`config.mk`:
```
export PLATFORM = sky130hd
export DESIGN_NAME = sd_transfer_sequencer
export DESIGN_NICKNAME = d
export VERILOG_FILES = /design/src/rtl/sd_transfer_sequencer.sv
export SDC_FILE = /design/constraint.sdc
export NUM_CORES = 1
export LEC_CHECK = 0
export BUFFER_PORTS_ARGS = -buffer_cell sky130_fd_sc_hd__buf_2
export CORE_ASPECT_RATIO = 1.5
export CORE_MARGIN = 5
export CORE_UTILIZATION = 51
export CTS_BUF_LIST = sky130_fd_sc_hd__clkbuf_16
export DETAILED_ROUTE_END_ITERATION = 10
export PLACE_DENSITY = 0.83
export SYNTH_ARGS = -nofsm -noshare
export SYNTH_HDL_FRONTEND = slang
export SYNTH_SLANG_ARGS = --single-unit
export TNS_END_PERCENT = 100
```
`constraint.sdc`:
```
create_clock -name clock -period 3 [get_ports clock]
set_clock_uncertainty 0.1 [all_clocks]
set_input_delay 0 -clock clock [delete_from_list [all_inputs] [get_ports clock]]
set_output_delay 0 -clock clock [all_outputs]
set_load 0.1 [all_outputs]
```
`src/rtl/sd_transfer_sequencer.sv`:
```
// Sequences one SD transaction: command, optional multi-block data, optional CMD12 stop.
// Optional stop phase is built when SD_SEQ_AUTO_STOP_EN is defined.
module sd_transfer_sequencer #(
  parameter int TIMEOUT_W = 16,
  parameter int BLKCNT_W  = 16
) (
  input  logic                 clock,
  input  logic                 reset,
  input  logic                 start,
  input  logic [5:0]           cmd_index,
  input  logic [31:0]          cmd_argument,
  input  logic                 data_present,
  input  logic                 write_read,
  input  logic [BLKCNT_W-1:0]  block_count,
  input  logic [TIMEOUT_W-1:0] timeout_value,
  input  logic                 abort,
  output logic                 cmd_new,
  output logic [5:0]           cmd_index_o,
  output logic [31:0]          cmd_argument_o,
  input  logic                 cmd_complete,
  input  logic                 cmd_error,
  output logic                 dat_new,
  output logic                 dat_write_read,
  output logic                 dat_multiple,
  input  logic                 dat_block_done,
  input  logic                 dat_complete,
  input  logic                 dat_error,
  output logic                 busy,
  output logic [BLKCNT_W-1:0]  blocks_left,
  output logic                 transfer_done,
  output logic [3:0]           error_status
);

  localparam logic [2:0] S_IDLE     = 3'd0;
  localparam logic [2:0] S_SEND_CMD = 3'd1;
  localparam logic [2:0] S_WAIT_CMD = 3'd2;
  localparam logic [2:0] S_SEND_DAT = 3'd3;
  localparam logic [2:0] S_WAIT_DAT = 3'd4;
`ifdef SD_SEQ_AUTO_STOP_EN
  localparam logic [2:0] S_SEND_STOP = 3'd5;
  localparam logic [2:0] S_WAIT_STOP = 3'd6;
`endif
  localparam logic [2:0] S_DONE     = 3'd7;

  logic [2:0]           state, state_nxt;
  logic [3:0]           err_set;
  logic                 tmo_load, tmo_hit, blk_dec, in_wait, send_cmd_nxt;
  logic [TIMEOUT_W-1:0] tmo_cnt, tmo_val;
  logic                 data_present_l;

  function automatic logic [BLKCNT_W-1:0] sat_dec(input logic [BLKCNT_W-1:0] v);
    return (v == '0) ? v : v - BLKCNT_W'(1);
  endfunction

  always_comb begin
    state_nxt = state;
    err_set   = 4'b0000;
    tmo_load  = 1'b0;
    blk_dec   = 1'b0;
    tmo_hit   = (tmo_val != '0) && (tmo_cnt == TIMEOUT_W'(1));
    in_wait   = (state == S_WAIT_CMD) || (state == S_WAIT_DAT);
`ifdef SD_SEQ_AUTO_STOP_EN
    in_wait   = in_wait || (state == S_WAIT_STOP);
`endif
    case (state)
      S_IDLE: if (start) state_nxt = S_SEND_CMD;
      S_SEND_CMD: begin
        tmo_load  = 1'b1;
        state_nxt = S_WAIT_CMD;
      end
      S_WAIT_CMD: begin
        if (cmd_complete)   state_nxt = data_present_l ? S_SEND_DAT : S_DONE;
        else if (cmd_error) begin err_set[2] = 1'b1; state_nxt = S_DONE; end
        else if (tmo_hit)   begin err_set[0] = 1'b1; state_nxt = S_DONE; end
      end
      S_SEND_DAT: begin
        if (blocks_left == '0) begin
          err_set[3] = 1'b1;
          state_nxt  = S_DONE;
        end else begin
          tmo_load  = 1'b1;
          state_nxt = S_WAIT_DAT;
        end
      end
      S_WAIT_DAT: begin
        // A finished block restarts the watchdog, so it also masks a timeout in that cycle.
        blk_dec  = dat_block_done;
        tmo_load = dat_block_done;
        if (dat_complete) begin
`ifdef SD_SEQ_AUTO_STOP_EN
          state_nxt = dat_multiple ? S_SEND_STOP : S_DONE;
`else
          state_nxt = S_DONE;
`endif
        end
        else if (dat_error) begin err_set[3] = 1'b1; state_nxt = S_DONE; end
        else if (tmo_hit && !dat_block_done) begin err_set[1] = 1'b1; state_nxt = S_DONE; end
      end
`ifdef SD_SEQ_AUTO_STOP_EN
      S_SEND_STOP: begin
        tmo_load  = 1'b1;
        state_nxt = S_WAIT_STOP;
      end
      S_WAIT_STOP: begin
        if (cmd_complete)   state_nxt = S_DONE;
        else if (cmd_error) begin err_set[2] = 1'b1; state_nxt = S_DONE; end
        else if (tmo_hit)   begin err_set[0] = 1'b1; state_nxt = S_DONE; end
      end
`endif
      S_DONE: state_nxt = S_IDLE;
      default: state_nxt = S_IDLE;
    endcase
    if (abort && (state != S_IDLE) && (state != S_DONE)) begin
      err_set[3] = 1'b1;
      tmo_load   = 1'b0;
      state_nxt  = S_DONE;
    end
    send_cmd_nxt = (state_nxt == S_SEND_CMD);
`ifdef SD_SEQ_AUTO_STOP_EN
    send_cmd_nxt = send_cmd_nxt || (state_nxt == S_SEND_STOP);
`endif
  end

  // Outputs are registered from the next-state decode so each pulse lines up with its state.
  always_ff @(posedge clock or negedge reset) begin
    if (!reset) begin
      state          <= S_IDLE;
      busy           <= 1'b0;
      cmd_new        <= 1'b0;
      dat_new        <= 1'b0;
      transfer_done  <= 1'b0;
      error_status   <= 4'b0000;
      blocks_left    <= '0;
      cmd_index_o    <= 6'd0;
      cmd_argument_o <= 32'd0;
      dat_write_read <= 1'b0;
      dat_multiple   <= 1'b0;
      data_present_l <= 1'b0;
      tmo_val        <= '0;
      tmo_cnt        <= '0;
    end else begin
      state         <= state_nxt;
      busy          <= (state_nxt != S_IDLE);
      cmd_new       <= send_cmd_nxt;
      dat_new       <= (state_nxt == S_SEND_DAT) && (blocks_left != '0);
      transfer_done <= (state_nxt == S_DONE);
      if (state == S_IDLE && start) begin
        error_status   <= 4'b0000;
        blocks_left    <= block_count;
        cmd_index_o    <= cmd_index;
        cmd_argument_o <= cmd_argument;
        dat_write_read <= write_read;
        dat_multiple   <= (block_count > BLKCNT_W'(1));
        data_present_l <= data_present;
        tmo_val        <= timeout_value;
      end else begin
        error_status <= error_status | err_set;
        if (blk_dec) blocks_left <= sat_dec(blocks_left);
      end
`ifdef SD_SEQ_AUTO_STOP_EN
      if (state_nxt == S_SEND_STOP) begin
        cmd_index_o    <= 6'd12;
        cmd_argument_o <= 32'd0;
      end
`endif
      if (tmo_load) tmo_cnt <= tmo_val;
      else if (in_wait && tmo_cnt != '0) tmo_cnt <= tmo_cnt - TIMEOUT_W'(1);
    end
  end

endmodule
```
# Yosys cells after proc, flatten, opt, wreduce, memory -nomap -nowiden
# Cells that the tools add are included.
dict set report word_totals {
  regBits 100
  latch_bits 0
  ramBits 0
  mem_bits_ro 0
  in_bits 81
  output_inout_bits 64
  wordCells 84
  memories 0
}
dict set report op_classes {
  add_sub_neg 2
  n_mul 0
  div 0
  n_lt_le_gt_ge 1
  n_eq_ne 10
  shift 0
  mux 37
  bitwise_logic 1
  n_reduce_logical 19
}
# cell n
set ops {}
lappend ops {{$mux 16} 5}
lappend ops {{$reduce_bool 16->1} 3}
lappend ops {{$sub 16x1->16 const B} 2}
lappend ops {{$mux 3} 9}
lappend ops {{$mux 1} 18}
lappend ops {{$eq 16x1->1 const B} 1}
lappend ops {{$gt 16x1->1 const B} 1}
lappend ops {{$logic_not 16->1} 1}
lappend ops {{$pmux 3 s5} 1}
lappend ops {{$eq 3x2->1 const B} 3}
lappend ops {{$logic_and 1x1->1} 7}
lappend ops {{$eq 3x1->1 const B} 2}
lappend ops {{$eq 3x3->1 const B} 2}
lappend ops {{$reduce_bool 3->1} 2}
lappend ops {{$mux 4} 1}
lappend ops {{$or 4x4->4} 1}
lappend ops {{$reduce_bool 2->1} 2}
lappend ops {{$logic_not 3->1} 1}
lappend ops {{$ne 3x3->1 const B} 1}
lappend ops {{$pmux 1 s3} 1}
lappend ops {{$mux 2} 1}
lappend ops {{$ne 2x1->1 const B} 1}
lappend ops {{$pmux 1 s2} 1}
lappend ops {{$reduce_and 2->1} 1}
lappend ops {{2 further kinds} 2}

# Depth between registers and ports, before layout
dict set report depth {
  depth_word 10
  mapped_depth 11
  ltp_nobuf 8
}

# Least setup slack after synthesis
# No wires, ideal clock.
dict set report synth_timing {
  kind {register -> register}
  start {register blocks_left[0]}
  end {register tmo_cnt[13]}
  setup_ns 0.074
  arrival_ns 3.066
  required_time_ns 2.826
  setup_slack_ns -0.240
  path_stages_with_launch 12
  n_path_buf 3
  path_cell_list {dfrtp_1 -> inv_1 -> ha_1 -> or3b_2 -> clkbuf_1 -> nor3_2 -> and2_1 -> o31ai_1 -> clkbuf_1 -> clkbuf_1 -> nand2_1 -> o21ai_2}
}
dict set report synth_between {
  elab_chain_len 5
  elab_cells_between_ends 6
  cone_classes {4 x mux; 2 x reduce/logical}
}
# element line
set synth_lines {}
lappend synth_lines {{from (decl)} 29} ;# output logic [BLKCNT_W-1:0] blocks_left,
lappend synth_lines {{from (signal assigned)} 149} ;# blocks_left <= block_count;
lappend synth_lines {{from (signal assigned)} 158} ;# if (blk_dec) blocks_left <= sat_dec(blocks_left);
lappend synth_lines {{$logic_not 16->1 *} 77} ;# if (blocks_left == '0) begin
lappend synth_lines {{$mux 1 *} 77}
lappend synth_lines {{$pmux 1 s3 *} 65} ;# case (state)
lappend synth_lines {{$mux 1 *} 113} ;# if (abort && (state != S_IDLE) && (state != S_DONE)) begin
lappend synth_lines {{$mux 16 or $reduce_bool 2->1 (tied branches)} --}
lappend synth_lines {{to (signal assigned)} 166} ;# if (tmo_load) tmo_cnt <= tmo_val;
lappend synth_lines {{to (signal assigned)} 167} ;# else if (in_wait && tmo_cnt != '0) tmo_cnt <= tmo_cnt - TIMEOUT_W'(1);
lappend synth_lines {{to (decl)} 48} ;# logic [TIMEOUT_W-1:0] tmo_cnt, tmo_val;
# Every way passes the cells marked *; elsewhere a longest branch is shown, timed or not.
# A chain may end at the register's enable or synchronous reset.

# Worst setup path in the final report
dict set report layout_timing {
  start {register blocks_left[0]}
  end {register tmo_cnt[4]}
}
# The elaborated chain is that of the path after synthesis.

==> summary.md <==
| Metric | Value |
|---|---|
| Status | `completed` |
| Commonest cells post-synth | `nand2_1 (209), dfrtp_1 (100), nor2_1 (32)` |
| Worst hold endpoint | `error_status[1]` |
| GRT Total Usage | `0.277` |
| CP required | `about 3100 ps` |
| Worst Tran Pin Value | `1000 ps` |
| CP Max Fanout | `14` |
| Reg2reg setup slack | `roughly 160 ps` |
| Kind of cell adding the most delay to the critical path | `simple AND/OR/NAND/NOR gates` |
| Synth area leaders | `dfrtp_1 (53%), nand2_1 (17%), o21ai_0 (3.0%), nor2_1 (2.6%), xor2_1 (1.9%)` |
| EDFF count, synth | `0` |
| Post-synthesis register bit count | `100` |
| Routed vias/inst | `about 5.6` |
| GRT Max-Usage Layer | `met2` |
| First-pass GRT wire length | `approximately 24 mm` |
| Worst-path cell chain | `inv_1 -> ha_1 -> or3b_2 -> nor3_2 -> and2_1 -> o31ai_2 -> buf_4 -> nand2_1 -> o21ai_0` |
| HP Start | `dat_block_done` |
| Top-area cell type share of the netlist area | `0.533` |
| CP Launch Type | `flop` |
| Root Buffer | `clkbuf_16` |
| Post-CTS Setup Inserts | `0` |
| I/O Buffers | `roughly 140` |
| Ant diodes | `0` |
| Most common cell in the netlist | `nand2_1` |
| Reg2Reg Capture Point | `tmo_cnt[4]` |
| Die X | `just under 90 um` |
| Starting Density | `0.513` |
| Maxcap violations | `0` |
| Final ANT Viol Nets | `0` |
| Worst hold path class | `input port to flop` |
| Final cell count without fillers | `between 800 and 900` |
| Die ar. | `between 0.01 and 0.015 mm2` |
| Worst path max stage delay | `550 ps` |
| Setup CP Type | `flop to flop` |
| Setup TNS | `0 ps` |
| Final GP Congestion | `approximately 0.9` |
| GR Util met3 | `0.0613` |
| Syn nets | `631` |
| Setup crit start | `blocks_left[0]` |
| Final nets | `~850` |
| Drt pass-1 iters | `5` |
| Clock buffer depth | `2` |
| Worst Path Arrival | `2910 ps` |
| Area growth from synthesis to layout | `41.1%` |
| Worst rel slew slack | `0.328` |
| Row cnt | `43` |
| Cells after DPL | `787` |
| Synth warn | `0` |
| # clock sinks | `100` |
| Ys flop type | `dfrtp_1` |
| Initial DRC count | `355` |
| Largest net degree at the start of global routing | `73` |
| Crit path time final | `2840 ps` |
| Unrepaired setup endpoints after global routing | `false` |
| Slowest CP cell | `or3b_2` |
| Final worst path period share | `0.946` |
| Antenna violations before repair | `0` |
| Fin. max-slew vios | `0` |
| Crit. End Element | `flop` |
| Residual DRC | `0` |
| Mean area per synthesized cell | `8.60 um2` |
| CORE AREA | `0.00915 mm2` |
| WHS Path Cells | `4` |
| GR Util met1 | `0.309` |
| CTS H-tree lvls | `3` |
| Die Ht | `127 um` |
| TritonCTS clock tree | `built` |
| Worst-Skew Late Latency | `roughly 340 ps` |
| Synth area leader | `dfrtp_1` |
| Cells after Synth | `around 550` |
| Final Hold Fails | `0` |
| Worst-path clk slew | `around 70 ps` |
| CP Buf/Inv Count | `2` |
| Final Setup Violations | `0` |
| Via count | `between 4000 and 5000` |
| Post-synthesis sequential area ratio | `0.533` |
| GRT overflow | `0` |
| DRT Wirelength | `approximately 15 mm` |
| Post-synthesis cell area | `0.00469 mm2` |
| Routed WL per cell | `~17 um` |
| Fillers | `635` |
| Hold WS | `around 25 ps` |
| Fin util | `0.724` |
| Distinct cells, synth | `48` |
| FMAX | `between 300 and 400 MHz` |
| Reg2reg path depth | `9` |
| CTS buffer count | `9` |
| Met2 usage | `0.477` |
| R2R Path Start | `blocks_left[0]` |
| Vias in the first global route | `between 5000 and 6000` |
| Async S/R FF share, synth | `1.00` |
| Share of layout cells above drive strength 1 | `0.242` |
| Final HPWL DP | `slightly above 9 mm` |
| IO Pins | `between 100 and 150` |
metal layers:
metal  vias up  wire (um)
met5         -          0
met4         0        742
met3        75        977
met2       247       7920
met1      2315       5440
li1       2258          -
what timing repair did:
action	in CTS	in global routing
hold buffers	78	0
resized for setup	0	1
endpoints found under the setup margin	0	1
hold endpoints to repair	145	0
worst register-to-register path, cell delays in order, from the launching register on:
cell and delay [ps]:
dfrtp_2 430, inv_1 110, ha_1 190, or3b_2 550, nor3_2 450, and2_1 260
o31ai_2 210, buf_4 240, nand2_1 50, o21ai_0 80
through the flow:
stage               setup WS (ps)  area, um2
finish                        162       6620
global route                 33.2       6620
CTS                           187       6620
detailed placement            214       5550
global placement              316       5550
floorplan                    52.8       4700
worst max-delay path by stage:
| stage | to | slack [ps] | cells after the start |
|---|---|---|---|
| after global placement | tmo_cnt[13] | 320 | 6 |
| after detailed placement | tmo_cnt[4] | 210 | 9 |
| after CTS | tmo_cnt[15] | 190 | 6 |
| after global routing | tmo_cnt[4] | 30 | 9 |
| after floorplan | tmo_cnt[4] | 50 | 11 |
| final | tmo_cnt[4] | 160 | 9 |
state kept, by name, indices dropped and copies added, names as in the netlist, 3 cells and up:
signal / count
cmd_argument_o: 32
blocks_left: 16
tmo_cnt: 16
tmo_val: 16
cmd_index_o: 6
error_status: 4
state: 3
layout by cell type, fill, tap and decap left out, drive strengths merged, types with 2 or more instances in the layout:
cell,count
nand2,209
buf,156
dfrtp,100
dlygate4sd3,78
nor2,32
o21ai,29
nor3,15
nor4,13
inv,12
a21oi,10
xor2,10
clkbuf,9
o211ai,8
nand3,8
xnor2,8
or3,8
a31oi,6
a21o,5
a22oi,4
ha,4
or4,4
clkinv,4
and3,3
nand4,3
and2,3
a211oi,3
mux2,3
nand2b,2
o22ai,2
o221ai,2
a32oi,2
o31ai,2
kinds of logic (layout without fill, tap and decap cells):
| logic type | count (synthesis) | after routing | synth area share |
|---|---|---|---|
| adder cells (fa/ha/maj) | 5 | 5 | 0.0128 |
| buffers and inverters | 37 | 260 | 0.0299 |
| XOR/XNOR | 18 | 18 | 0.0336 |
| AND/OR/NAND/NOR | 305 | 305 | 0.278 |
| multiplexers | 4 | 4 | 0.00933 |
| AO/OA/AOI/OAI | 77 | 77 | 0.103 |
| flip-flops | 100 | 100 | 0.533 |
area by class of cell:
type                    instances  area, um2  area share
inverters                      10       37.5     0.00567
repair buffers                234       1590       0.241
flip-flops and latches        100       2500       0.378
clock inverters                 7       58.8     0.00888
well taps                     112        140      0.0212
multi-input cells             409       2060       0.311
clock buffers                   9        225      0.0340
Power is left out: the tool's default activity adds up to more than one toggle a clock period on the data nets, which glitch-free logic cannot reach.
